File: src/rtl/operand_fwd_ctrl.sv
// Operand-forwarding and load-use hazard controller for the 5-stage pipeline.
// Shadows the destination registers in EX and MEM, registers the EX operand
// mux selects one cycle ahead, and stalls ID for one cycle on a load-use pair.
module operand_fwd_ctrl (
    input  logic        Clk,
    input  logic        Reset_n,
    input  logic        id_valid,
    input  logic [4:0]  id_rs,
    input  logic [4:0]  id_rt,
    input  logic        id_uses_rs,
    input  logic        id_uses_rt,
    input  logic [4:0]  id_rd,
    input  logic        id_regwrite,
    input  logic        id_memread,
    input  logic        flush,
    output logic [1:0]  sel_a,
    output logic [1:0]  sel_b,
    output logic        stall,
    output logic        ex_valid,
    output logic [15:0] stall_count
);

    typedef enum logic {RUN, STALL} ctrlState_t;

    ctrlState_t  state;
    ctrlState_t  stateNext;

    // EX shadow slot
    logic        exValid;
    logic [4:0]  exRd;
    logic        exRegWrite;
    logic        exMemRead;

    // MEM shadow slot
    logic        memValid;
    logic [4:0]  memRd;
    logic        memRegWrite;

    logic        matchExRs;
    logic        matchExRt;
    logic        matchMemRs;
    logic        matchMemRt;
    logic        hazard;
    logic        issue;
    logic [15:0] stallCnt;

    // Newest producer wins; anything older than MEM is covered by write-through.
    function automatic logic [1:0] fwdSelect(input logic exMatch, input logic memMatch);
        if (exMatch)
            return 2'd1;
        else if (memMatch)
            return 2'd2;
        else
            return 2'd0;
    endfunction

    // Increment that sticks at all-ones.
    function automatic logic [15:0] satInc(input logic [15:0] value);
        if (value == 16'hFFFF)
            return value;
        else
            return value + 16'd1;
    endfunction

    // Producer/source match terms; register 0 never forwards.
    always_comb begin
        matchExRs  = exValid  & exRegWrite  & (exRd  == id_rs) & (id_rs != 5'd0) & id_uses_rs;
        matchExRt  = exValid  & exRegWrite  & (exRd  == id_rt) & (id_rt != 5'd0) & id_uses_rt;
        matchMemRs = memValid & memRegWrite & (memRd == id_rs) & (id_rs != 5'd0) & id_uses_rs;
        matchMemRt = memValid & memRegWrite & (memRd == id_rt) & (id_rt != 5'd0) & id_uses_rt;
        hazard     = id_valid & ~flush & exValid & exMemRead & (matchExRs | matchExRt);
    end

    // Stall FSM: one stall cycle per load-use pair; flush suppresses the hazard.
    always_comb begin
        stateNext = state;
        stall     = 1'b0;
        case (state)
            RUN: begin
                stall = hazard;
                if (hazard)
                    stateNext = STALL;
            end
            STALL: begin
                stateNext = RUN;
            end
            default: begin
                stateNext = RUN;
            end
        endcase
    end

    assign issue       = id_valid & ~stall & ~flush;
    assign ex_valid    = exValid;
    assign stall_count = stallCnt;

    // FSM state register.
    always_ff @(posedge Clk or negedge Reset_n) begin
        if (!Reset_n)
            state <= RUN;
        else
            state <= stateNext;
    end

    // Advance the shadow slots; a non-issuing cycle inserts a bubble into EX.
    always_ff @(posedge Clk or negedge Reset_n) begin
        if (!Reset_n) begin
            exValid     <= 1'b0;
            exRd        <= 5'd0;
            exRegWrite  <= 1'b0;
            exMemRead   <= 1'b0;
            memValid    <= 1'b0;
            memRd       <= 5'd0;
            memRegWrite <= 1'b0;
        end else begin
            memValid    <= exValid;
            memRd       <= exRd;
            memRegWrite <= exRegWrite;
            if (issue) begin
                exValid    <= 1'b1;
                exRd       <= id_rd;
                exRegWrite <= id_regwrite;
                exMemRead  <= id_memread;
            end else begin
                exValid    <= 1'b0;
                exRd       <= 5'd0;
                exRegWrite <= 1'b0;
                exMemRead  <= 1'b0;
            end
        end
    end

    // Register the operand selects so they line up with the EX cycle.
    always_ff @(posedge Clk or negedge Reset_n) begin
        if (!Reset_n) begin
            sel_a <= 2'd0;
            sel_b <= 2'd0;
        end else if (issue) begin
            sel_a <= fwdSelect(matchExRs, matchMemRs);
            sel_b <= fwdSelect(matchExRt, matchMemRt);
        end else begin
            sel_a <= 2'd0;
            sel_b <= 2'd0;
        end
    end

    // Saturating count of stall cycles for performance reporting.
    always_ff @(posedge Clk or negedge Reset_n) begin
        if (!Reset_n)
            stallCnt <= 16'd0;
        else if (stall)
            stallCnt <= satInc(stallCnt);
    end

endmodule

File: config.mk
export PLATFORM = sky130hd
export DESIGN_NAME = operand_fwd_ctrl
export DESIGN_NICKNAME = d
export VERILOG_FILES = /design/src/rtl/operand_fwd_ctrl.sv
export SDC_FILE = /design/constraint.sdc
export NUM_CORES = 1
export LEC_CHECK = 0
export CORE_UTILIZATION = 52
export DETAILED_ROUTE_END_ITERATION = 8
export PLACE_DENSITY = 0.84
export SLEW_MARGIN = 25
export SYNTH_ARGS = -nofsm -noshare
export SYNTH_HDL_FRONTEND = slang
export SYNTH_SLANG_ARGS = --single-unit
File: constraint.sdc
create_clock -name Clk -period 3.45 [get_ports Clk]
set_clock_uncertainty 0.1 [all_clocks]
set_input_delay 0.345 -clock Clk [delete_from_list [all_inputs] [get_ports Clk]]
set_output_delay 0.345 -clock Clk [all_outputs]
set_load 0.03 [all_outputs]
==> summary.txt <==
Synth warn - 0
Largest delay share family, worst path - buffers and inverters
Max cap viols - 0
DRT iter0 DRCs - 62
DRT Pass-1 Iters - 4
Count of state elements after synthesis - 36
Clock latency at the later pin of the worst-skew pair - 0.35 ns
Via count - 1427
Asr flop ratio synth - 1.00
Main flop type after synthesis - dfrtp_1
IO Port Bufs - 44
Global-route usage over all layers - 0.242
Post-CTS Resized - 0
EDFF count, synth - 0
Tcrit/Tclk final - 0.922
Slowest CP cell - clkdlybuf4s50_1
Worst Tran Pin Value - 0.538 ns
Post-DR vias/cell - 5.55
Core Rows - 21
Synth cell types - 39
Leakage - 1.04 nW
CTS Hold Buffers Added - 0
DRC errors left - 0
Tmin final - 3.18 ns
Total CTS buffers - 5
Clock Sinks - 36
Largest net degree at the start of global routing - 37
Final Max Tran Viols - 0
Sum Neg Setup Slack - 0 ns
Count of boundary I/O pins - 45
Antenna violations before repair - 0
Max stage delay on crit path - 0.71 ns
Final HPWL DP - 3010 um
RSZ-0062 raised after global routing - false
Initial core utilization - 0.547
Final Hold Fails - 0
Max_slew headroom - 0.638
Crit-path cells - clkdlybuf4s50_1, xnor2_1, nand4_1, nor4_1, nor2_1, nor2_1, clkdlybuf4s50_1
Routability cong. - 0.826
WL per Instance - 15.3 um
Die Ht - 61.3 um
Critical path peak fanout - 4
Buffers & Inverters on Critical Path - 2
Type of the most critical hold path - in -> async
GRT overflow - 0
Syn_nets - 184
H-tree levels - 2
Final WL - 3940 um
Critical path required time - 3.00 ns
Hold_ws - 0.282 ns
VDD IR-drop max - 0.282 mV
Cell Area, Synth - 1830 um2
Final #Nets - 234
Commonest non-fill, non-tap cell in the layout - clkdlybuf4s50_1
Layout cells sized above 1 - 0.109
Reg clk slew, reported paths - 0.12 ns
TritonCTS clock tree - done
Setup bufs post-CTS - 0
Dpl ws - 0.317 ns
Synth Instances - 160
Core area - 3340 um2
Vias in the first global route - 1371
Synth Area per Inst - 11.4 um2
Detail Route Antenna Nets - 0
Run status - completed
Register area share after synthesis - 0.493
Die X - 61.3 um
FMAX - 0.314 GHz
Power per cell area - 341 nW/um2
Setup crit end kind - output port
Final setup vio count - 0
Die area - 3750 um2
Startpoint Class - input port
First-pass GRT wire length - 6350 um
Diode count - 0
WS Path Type - in -> out
Clock Path Buffers - 2
Commonest non-fill, non-tap cells in the layout - clkdlybuf4s50_1 (44), dfrtp_1 (36), xor2_1 (19)
Area Overhead vs Synth - 31.6%
Clock Tree Root - clkbuf_4
Worst Slack Setup Final - 0.270 ns
Arrival time at the worst endpoint - 2.74 ns
metal layers:
layer	vias to the layer above	routed length (um)	global-route usage
met4	0	108	0.123
met3	14	214	0.0777
met2	57	1870	0.368
met1	681	1740	0.310
li1	675	-	-
met5	-	0	0
sequential cells by signal (all words and copies together), names as in the netlist:
| name | count |
|---|---|
| exRd | 5 |
| memRd | 5 |
| memRegWrite | 1 |
| sel_b | 2 |
| exMemRead | 1 |
| exRegWrite | 1 |
| ex_valid | 1 |
| sel_a | 2 |
| stall_count | 16 |
| memValid | 1 |
| state | 1 |
metrics by stage:
| step | std cells | area [um2] | total power (W) | utilization |
|---|---|---|---|---|
| floorplan | 160 | 1830 | 0.000472 | - |
| global placement | 249 | 2320 | 0.000517 | 0.695 |
| detailed placement | 249 | 2320 | 0.000521 | 0.695 |
| CTS | 257 | 2400 | 0.000824 | 0.720 |
| global route | 257 | 2400 | 0.000849 | 0.720 |
| finish | 257 | 2400 | 0.000820 | 0.720 |
synthesized netlist by cell type, types with 2 or more instances:
cell,count,area (um2)
and2_1,7,43.8
and3_1,3,18.8
dfrtp_1,36,901
mux2_1,4,45.0
nand2_1,8,30.0
nand3_1,11,55.1
nand4_1,8,50.1
nand4bb_1,2,22.5
nor2_1,11,41.3
nor3_1,4,20.0
nor4_1,4,25.0
nor4b_2,2,30.0
o211ai_2,2,25.0
or4_1,3,22.5
xnor2_1,13,114
xor2_1,19,166
cell families after synthesis:
kind of cell               share of synthesized area
AOI/OAI and AO/OA                             0.0521
xor gates and xnor gates                       0.154
adders and majority gates                    0.00685
buffers and inverters                         0.0130
DFF                                            0.493
muxes                                         0.0247
and+or+nand+nor                                0.256
worst reg2reg max path, cell delays in order, from the launching register on:
cell	delay (ns)
dfrtp_1	0.43
ha_1	0.23
nand4_1	0.28
or4_1	0.73
nand3b_2	0.16
mux2_1	0.32
final timing paths:
path | start | end | slack [ns] | depth (start not counted)
worst max register to register | stall_count[0]$_DFFE_PN0P_ | stall_count[1]$_DFFE_PN0P_ | 1.10 | 5
worst max-delay path | id_rt[3] | stall | 0.27 | 7
worst min-delay path | Reset_n | sel_a[0]$_DFF_PN0_ | 0.28 | 2
worst min register to register | exRd[4]$_DFF_PN0_ | memRd[4]$_DFF_PN0_ | 0.37 | 0
min in group Clk | exRd[4]$_DFF_PN0_ | memRd[4]$_DFF_PN0_ | 0.37 | 0
max in group asynchronous | Reset_n | stall_count[7]$_DFFE_PN0P_ | 2.66 | 2
power by group:
group / switching, W / leakage (nW) / internal, W
sequential: 0.00000794 / 0.494 / 0.000429
combinational: 0.0000344 / 0.505 / 0.0000414
clock: 0.000153 / 0.0418 / 0.000155
area by class of cell:
class / count / area, um2
Fill cell: 253 / 935
Sequential cell: 36 / 901
Multi-Input combinational cell: 120 / 901
Timing Repair Buffer: 46 / 455
Tap cell: 46 / 57.6
Clock inverter: 3 / 46.3
Clock buffer: 5 / 37.5
Inverter: 1 / 3.75
Power figures use the tool's default switching activity.
